==> src/rtl/branch_resolver.sv <==
// Decode-stage branch / jump-register resolver: waits out EX/MEM operand hazards,
// evaluates the condition and emits one-cycle redirect pulses plus saturating branch statistics.
module branch_resolver #(
    parameter int          MAX_WAIT = 2,
    parameter logic [15:0] CNT_MAX  = 16'hFFFF
) (
    input  logic        Clk,
    input  logic        Reset,
    input  logic        InstrValid,
    input  logic [31:0] InstrID,
    input  logic [31:0] RsData,
    input  logic [31:0] RtData,
    input  logic [4:0]  ExWriteReg,
    input  logic        ExRegWrite,
    input  logic [4:0]  MemWriteReg,
    input  logic        MemRegWrite,
    output logic        branch,
    output logic [15:0] branchAmount,
    output logic        jumpRegister,
    output logic [31:0] Register,
    output logic        busy,
    output logic [15:0] BranchCount,
    output logic [15:0] TakenCount
);
    localparam int CW = $clog2(MAX_WAIT + 2);

    localparam logic [5:0] OP_SPECIAL = 6'b000000;
    localparam logic [5:0] OP_REGIMM  = 6'b000001;
    localparam logic [5:0] OP_BEQ     = 6'b000100;
    localparam logic [5:0] OP_BNE     = 6'b000101;
    localparam logic [5:0] OP_BLEZ    = 6'b000110;
    localparam logic [5:0] OP_BGTZ    = 6'b000111;
    localparam logic [5:0] FN_JR      = 6'b001000;

    typedef enum logic [1:0] {S_IDLE, S_WAIT, S_RESOLVE} state_t;

    state_t         state_q, state_d;
    logic [CW-1:0]  wait_cnt_q, wait_cnt_d;
    logic [5:0]     op_q, op_d;
    logic [4:0]     rs_q, rs_d;
    logic [4:0]     rt_q, rt_d;
    logic [15:0]    offset_q, offset_d;
    logic           branch_q, branch_d;
    logic           jr_q, jr_d;
    logic [15:0]    amount_q, amount_d;
    logic [31:0]    register_q, register_d;
    logic [15:0]    bcnt_q, bcnt_d;
    logic [15:0]    tcnt_q, tcnt_d;

    function automatic logic is_hazard(input logic [4:0] r,
                                       input logic [4:0] ex_reg, input logic ex_we,
                                       input logic [4:0] mem_reg, input logic mem_we);
        return (r != 5'd0) && ((ex_we && (r == ex_reg)) || (mem_we && (r == mem_reg)));
    endfunction

    logic [5:0] in_op;
    logic [4:0] in_rs, in_rt;
    logic       in_branch, in_jr, in_uses_rt, in_hazard;
    logic       lat_uses_rt, lat_hazard, taken;
    logic [CW-1:0] wait_inc;

    assign in_op      = InstrID[31:26];
    assign in_rs      = InstrID[25:21];
    assign in_rt      = InstrID[20:16];
    assign in_uses_rt = (in_op == OP_BEQ) || (in_op == OP_BNE);
    assign in_jr      = (in_op == OP_SPECIAL) && (InstrID[5:0] == FN_JR);
    assign in_branch  = in_uses_rt
                     || ((in_op == OP_REGIMM) && ((in_rt == 5'd0) || (in_rt == 5'd1)))
                     || (((in_op == OP_BLEZ) || (in_op == OP_BGTZ)) && (in_rt == 5'd0));
    assign in_hazard  = is_hazard(in_rs, ExWriteReg, ExRegWrite, MemWriteReg, MemRegWrite)
                     || (in_uses_rt && is_hazard(in_rt, ExWriteReg, ExRegWrite, MemWriteReg, MemRegWrite));

    assign lat_uses_rt = (op_q == OP_BEQ) || (op_q == OP_BNE);
    assign lat_hazard  = is_hazard(rs_q, ExWriteReg, ExRegWrite, MemWriteReg, MemRegWrite)
                      || (lat_uses_rt && is_hazard(rt_q, ExWriteReg, ExRegWrite, MemWriteReg, MemRegWrite));
    assign wait_inc    = wait_cnt_q + CW'(1);

    // Only REGIMM rt=0/1 is ever latched, so rt_q alone selects BLTZ vs BGEZ.
    always_comb begin
        taken = 1'b0;
        case (op_q)
            OP_BEQ:    taken = (RsData == RtData);
            OP_BNE:    taken = (RsData != RtData);
            OP_REGIMM: taken = (rt_q == 5'd0) ? ($signed(RsData) < 0) : ($signed(RsData) >= 0);
            OP_BLEZ:   taken = ($signed(RsData) <= 0);
            OP_BGTZ:   taken = ($signed(RsData) > 0);
            default:   taken = 1'b0;
        endcase
    end

    always_comb begin
        state_d    = state_q;
        wait_cnt_d = wait_cnt_q;
        op_d       = op_q;
        rs_d       = rs_q;
        rt_d       = rt_q;
        offset_d   = offset_q;
        branch_d   = 1'b0;
        jr_d       = 1'b0;
        amount_d   = amount_q;
        register_d = register_q;
        bcnt_d     = bcnt_q;
        tcnt_d     = tcnt_q;
        case (state_q)
            S_IDLE: begin
                if (InstrValid && (in_branch || in_jr)) begin
                    op_d       = in_op;
                    rs_d       = in_rs;
                    rt_d       = in_rt;
                    offset_d   = InstrID[15:0];
                    wait_cnt_d = '0;
                    state_d    = in_hazard ? S_WAIT : S_RESOLVE;
                end
            end
            S_WAIT: begin
                wait_cnt_d = wait_inc;
                if (!lat_hazard || (wait_inc >= CW'(MAX_WAIT)))
                    state_d = S_RESOLVE;
            end
            S_RESOLVE: begin
                state_d = S_IDLE;
                if (op_q == OP_SPECIAL) begin
                    jr_d       = 1'b1;
                    register_d = RsData;
                end else begin
                    if (bcnt_q != CNT_MAX)
                        bcnt_d = bcnt_q + 16'd1;
                    if (taken) begin
                        branch_d = 1'b1;
                        amount_d = offset_q;
                        if (tcnt_q != CNT_MAX)
                            tcnt_d = tcnt_q + 16'd1;
                    end
                end
            end
            default: state_d = S_IDLE;
        endcase
    end

    always_ff @(posedge Clk) begin
        if (!Reset) begin
            state_q    <= S_IDLE;
            wait_cnt_q <= '0;
            op_q       <= '0;
            rs_q       <= '0;
            rt_q       <= '0;
            offset_q   <= '0;
            branch_q   <= 1'b0;
            jr_q       <= 1'b0;
            amount_q   <= '0;
            register_q <= '0;
            bcnt_q     <= '0;
            tcnt_q     <= '0;
        end else begin
            state_q    <= state_d;
            wait_cnt_q <= wait_cnt_d;
            op_q       <= op_d;
            rs_q       <= rs_d;
            rt_q       <= rt_d;
            offset_q   <= offset_d;
            branch_q   <= branch_d;
            jr_q       <= jr_d;
            amount_q   <= amount_d;
            register_q <= register_d;
            bcnt_q     <= bcnt_d;
            tcnt_q     <= tcnt_d;
        end
    end

    assign branch       = branch_q;
    assign branchAmount = amount_q;
    assign jumpRegister = jr_q;
    assign Register     = register_q;
    assign busy         = (state_q != S_IDLE);
    assign BranchCount  = bcnt_q;
    assign TakenCount   = tcnt_q;
endmodule
==> config.mk <==
export PLATFORM = sky130hd
export DESIGN_NAME = branch_resolver
export DESIGN_NICKNAME = d
export VERILOG_FILES = /design/src/rtl/branch_resolver.sv
export SDC_FILE = /design/constraint.sdc
export NUM_CORES = 1
export LEC_CHECK = 0
export CAP_MARGIN = 20
export CORE_ASPECT_RATIO = 0.6
export CORE_MARGIN = 4
export CORE_UTILIZATION = 56
export DETAILED_ROUTE_END_ITERATION = 10
export DONT_BUFFER_PORTS = 1
export PLACE_DENSITY = 0.71
export SLEW_MARGIN = 20
export SYNTH_ARGS = -nofsm -noshare
export SYNTH_HDL_FRONTEND = slang
export SYNTH_SLANG_ARGS = --single-unit
==> constraint.sdc <==
create_clock -name Clk -period 3.6 [get_ports Clk]
set_clock_uncertainty 0.15 [all_clocks]
set_input_delay 0.9 -clock Clk [delete_from_list [all_inputs] [get_ports Clk]]
set_output_delay 0.9 -clock Clk [all_outputs]
set_load 0.01 [all_outputs]
== Word-level counts from Yosys, hierarchy flattened ==
Cells that the tools add are included.
Word-level totals
  bits in registers: 118
  input port bits: 111
  output and inout bits: 83
  word-level logic and storage cells: 114
Operators by class
  add/subtract/negate cells: 3
  order comparisons: 5
  equality and inequality tests: 28
  muxes and demuxes: 10
  bitwise gates (word level): 3
  reductions and logical operators: 53
Operator list (count)
  == test 6 x 3 -> 1 bit, second input constant: 8
  == test 5 bit: 8
  adder 16 x 1 -> 16 bit, second input constant: 2
  == test 32 bit: 1
  greater-or-equal comparator 32 x 1 -> 1 bit, second input constant: 1
  greater-than comparator 32 x 1 -> 1 bit, second input constant: 1
  less-or-equal comparator 32 x 1 -> 1 bit, second input constant: 1
  < comparator 32 x 1 -> 1 bit, second input constant: 1
  inequality test 16 bit, second input constant: 2
  inequality test 32 bit: 1
  nonzero test 5 bit: 4
  logical AND 1 bit: 18
  logical OR 1 bit: 14
  == test 6 x 1 -> 1 bit, second input constant: 2
  logical NOT 6 bit: 2
  logical NOT 5 bit: 2
  AND reduction 2 bit: 5
  two-way mux 2 bit: 4
  one-hot mux 2 bit (2 select lines): 2
  == test 6 x 4 -> 1 bit, second input constant: 1
  AND reduction 3 bit: 2
  == test 5 x 1 -> 1 bit, second input constant: 1
  one-hot mux 1 bit (5 select lines): 1
  inequality test 2 bit, second input constant: 2
  other kinds (11): 16

== Depth between registers and ports, before layout ==
  depth in word-level cells: 10
  depth in mapped cells: 9
  depth with buffers taken out: 8

== Worst setup path after synthesis ==
OpenSTA, ideal clock, no wires.
  path kind: input -> register
  start: input port InstrID[0]
  end: register op_q[0]
  library setup time: 116 ps
  data arrival time: 2668 ps
  required time: 3334 ps
  path slack: 666 ps
  stages: 9
  path buffers: 2
  path through: or4b_2 -> nor4_1 -> o21ai_0 -> a21oi_1 -> nor2b_1 -> buf_4 -> buf_4 -> mux2i_1 -> nor2b_1
Between the ends
  cells in the longest elaborated chain, start to end: 5
RTL lines
  start: declaration: line 10  | input logic [31:0] InstrID,
  == test 6 x 4 -> 1 bit: line 66  | assign in_jr = (in_op == OP_SPECIAL) && (InstrID[5:0] == FN_JR);
  logical AND 1 bit: line 66
  logical OR 1 bit: line 106  | if (InstrValid && (in_branch || in_jr)) begin
  logical AND 1 bit: line 106
  AND reduction 2 bit (no line)
  end signal: assignment: line 157  | op_q <= op_d;
  end: declaration: line 39  | logic [5:0] op_q, op_d;
Every way passes these cells.
A chain may end at the register's enable or synchronous reset.

== Worst setup path in the final report ==
  start: input port InstrID[0]
  end: register rs_q[3]
Between the ends
  cells in the longest elaborated chain, start to end: 5
RTL lines
  == test 6 x 4 -> 1 bit: line 66
  logical AND 1 bit: line 66
  logical OR 1 bit: line 106
  logical AND 1 bit: line 106
  AND reduction 2 bit (no line)
  end signal: assignment: line 158  | rs_q <= rs_d;
  end: declaration: line 40  | logic [4:0] rs_q, rs_d;
Every way passes these cells.

==> run_results.csv <==
group,metric,value,unit
status,status,"finished clean",
layout,final_nets,756,
routing,viasPerCell,5.84,
logic_synthesis,ys_seq_elements,118,
power_and_ir_drop,p_int,2500,uW
routing,num_vias,4620,
cts,cts_sinks,118,
worst_setup_path,endpoint_kind,"register",
grt,use_met1,0.315,
floorplanning,dieWidth,141,um
floorplanning,die-area,12400,um^2
routing,wire_per_inst,19.4,um
floorplanning,fp.dieH,88.0,um
power_and_ir_drop,clock_power_share,0.552,
cts,cts_resized,0,
run,drv_cap,0,
place,dp_hpwl,11.1,mm
cts,cts_buffers,17,
cts,clockBufferDepth,2,
grt,use_met3,0.111,
logic_synthesis,ys_async_sr_fraction,0,
layout,fillers,805,
grt,grt-ovfl-total,0,
sta,worst_pin_slew,1060,ps
logic_synthesis,muxShareOfSynthArea,0.102,
cts,post_cts_buffers,0,
routing,drt-pass1-iter-count,5,
sta,fin_crit,2880,ps
power_and_ir_drop,seq_power_share,0.415,
power_and_ir_drop,comb_power_share,0.033,
floorplanning,boundaryPins,194,
logic_synthesis,synthesis.nets,764,
routing,drt_iter0_markers,239,
cts,root_buffer,"clkbuf_16",
grt,grt_max_degree,135,
logic_synthesis,synth.area.top_cells,"dfxtp_1 40%, mux2i_1 10%, xor2_1 9.8%",
sta,setup_violations,0,
sta,fin_crit_sh,0.801,
grt,grt_pass1_vias,4453,
sta,fin_setup_tns,0,ps
logic_synthesis,yosys.area_share.xor_xnor,0.127,
layout,layout.cells.non_filler,791,
cts,clk_latency,410,ps
worst_setup_path,arrival,3030,ps
cts,cts_hold_buf,0,
logic_synthesis,synthDistinctLibCells,52,
logic_synthesis,ys_warn_count,0,
place,dp_cells,759,
logic_synthesis,synthesis.area,5980,um^2
power_and_ir_drop,switchingPower,676,uW
worst_setup_path,worstPathRequired,3750,ps
logic_synthesis,synth_most_common_cell,"dfxtp_1",
place,routabilityCongestion,0.900,
worst_setup_path,cp-start-kind,"input port",
routing,routed_wirelength,15.4,mm
cts,cts-htree-levels,4,
logic_synthesis,avgSynthCellArea,9.18,um^2
sta,maxSlewHeadroom,0.293,
routing,drcViolationCount,0,
power_and_ir_drop,p_sw_frac,0.213,
logic_synthesis,synth_ff_type,"dfxtp_1",
power_and_ir_drop,irDropWorstVdd,0.000391,V
logic_synthesis,synth_top_cell_by_area,"dfxtp_1",
logic_synthesis,synth_top_cell_area_share,0.395,
grt,antenna_found_initial,0,
cts,cts_tree,"done",
place,numPortBuffers,0,
logic_synthesis,yosys-top-cells-count,"118 x dfxtp_1, 99 x nand2_1, 67 x xor2_1",
worst_setup_path,critPathMaxFanout,17,
layout,area_growth,11.0,%
grt,busiest_layer,"met2",
logic_synthesis,synth_top_family_by_area,"simple AND/OR/NAND/NOR gates",
worst_setup_path,crit_type,"in2reg",
grt,track_usage,0.243,
logic_synthesis,synth_compound_area_frac,0.0743,
logic_synthesis,synth_edf_count,0,
floorplanning,num_rows,28,
layout,drive_above_1_share,0.0716,
grt,grt_pass1_wl,23.8,mm
logic_synthesis,synthCells,651,
sta,drv_slew,0,
hold_path,min_path_type,"reg2reg",
sta,hold_violations,0,
logic_synthesis,ys_seq_area_frac,0.395,
logic_synthesis,synthSimpleGateAreaFrac,0.269,
power_and_ir_drop,leakage,0.00241,uW
cts,path_clk_slew,60,ps
logic_synthesis,synthAdderAreaFrac,0.00419,
floorplanning,start_util,0.590,
power_and_ir_drop,cellPowerDensity,478,nW/um^2
layout,n_antenna_cell,0,
sta,fmax,347,MHz
sta,rsz0062_at_grt,"false",
routing,ant_nets,0,
grt,grt.met2_usage,0.371,
floorplanning,core-area,10100,um^2
[layout make-up]
class,instances,area (um^2),share of cell area
multi-input cells,501,3460,0.522
flip-flops and latches,118,2360,0.356
clock buffers,20,457,0.0689
well taps,135,169,0.0255
clock inverters,12,151,0.0228
repair buffers,3,22.5,0.00340
inverters,2,7.51,0.00113
[state kept, by name (all words and copies together), names as in the netlist]
register      cells
TakenCount       16
jumpRegister      1
rt_q              5
wait_cnt_q        2
offset_q         16
branch            1
BranchCount      16
op_q              6
rs_q              5
state_q           2
branchAmount     16
Register         32
[placed cells by master, fill, tap and decap left out, drive strengths merged, types with 11 or more instances in the layout]
cell type,n
a21boi,34
xor2,67
and2,21
and3,11
nor2b,53
xnor2,20
nand2b,16
dfxtp,118
nand2,99
nand4,15
clkbuf,20
nand3,17
nor4,28
mux2i,60
[path summary, 6_finish.rpt]
check / to / from / slack, ps / cells after the start
max: rs_q[3]$_SDFFE_PN0P_ / InstrID[0] / 720 / 8
min reg2reg: Register[22]$_SDFFE_PN0P_ / Register[22]$_SDFFE_PN0P_ / 360 / 2
min: Register[22]$_SDFFE_PN0P_ / Register[22]$_SDFFE_PN0P_ / 360 / 2
max reg2reg: TakenCount[5]$_SDFFE_PN0P_ / rt_q[0]$_SDFFE_PN0P_ / 720 / 7
[critical path, cell delays in order]
cell and delay [ps]:
or4b_2 650, nor4_1 250, o21ai_0 120, a21oi_1 280
nor2b_4 210, buf_4 280, mux2i_1 260, nor2b_1 60
[power groups by stage]
stage | Combinational [uW] | Clock [uW] | Sequential [uW]
global route | 114 | 1830 | 1320
finish | 106 | 1750 | 1320
global placement | 98.9 | 0 | 1340
floorplan | 101 | 0 | 1340
detailed placement | 103 | 0 | 1340
CTS | 104 | 1760 | 1320
[layer usage]
| metal | share of wire | wire length (um) | up-vias |
|---|---|---|---|
| met2 | 0.43 | 6630 | 219 |
| met3 | 0.11 | 1720 | 13 |
| met4 | 0.0091 | 140 | 0 |
| li1 | - | - | 2234 |
| met1 | 0.45 | 6890 | 2154 |
| met5 | 0 | 0 | - |
[per-stage QoR]
step | hold slack, ps | power, uW | utilization | instance area [um^2] | setup slack [ps]
global placement | 341 | 1440 | 0.595 | 6020 | 368
finish | 356 | 3170 | 0.655 | 6630 | 716
CTS | 360 | 3180 | 0.655 | 6630 | 722
detailed placement | 353 | 1450 | 0.595 | 6020 | 319
floorplan | 329 | 1440 | - | 5980 | 666
global route | 383 | 3260 | 0.655 | 6630 | 407
[cell families after synthesis]
family	after synthesis
simple gates	293
fa+ha+maj	2
flops	118
buf+inv	32
compound gates	58
xor+xnor	87
mux	61
(Power assumes the default switching activity.)
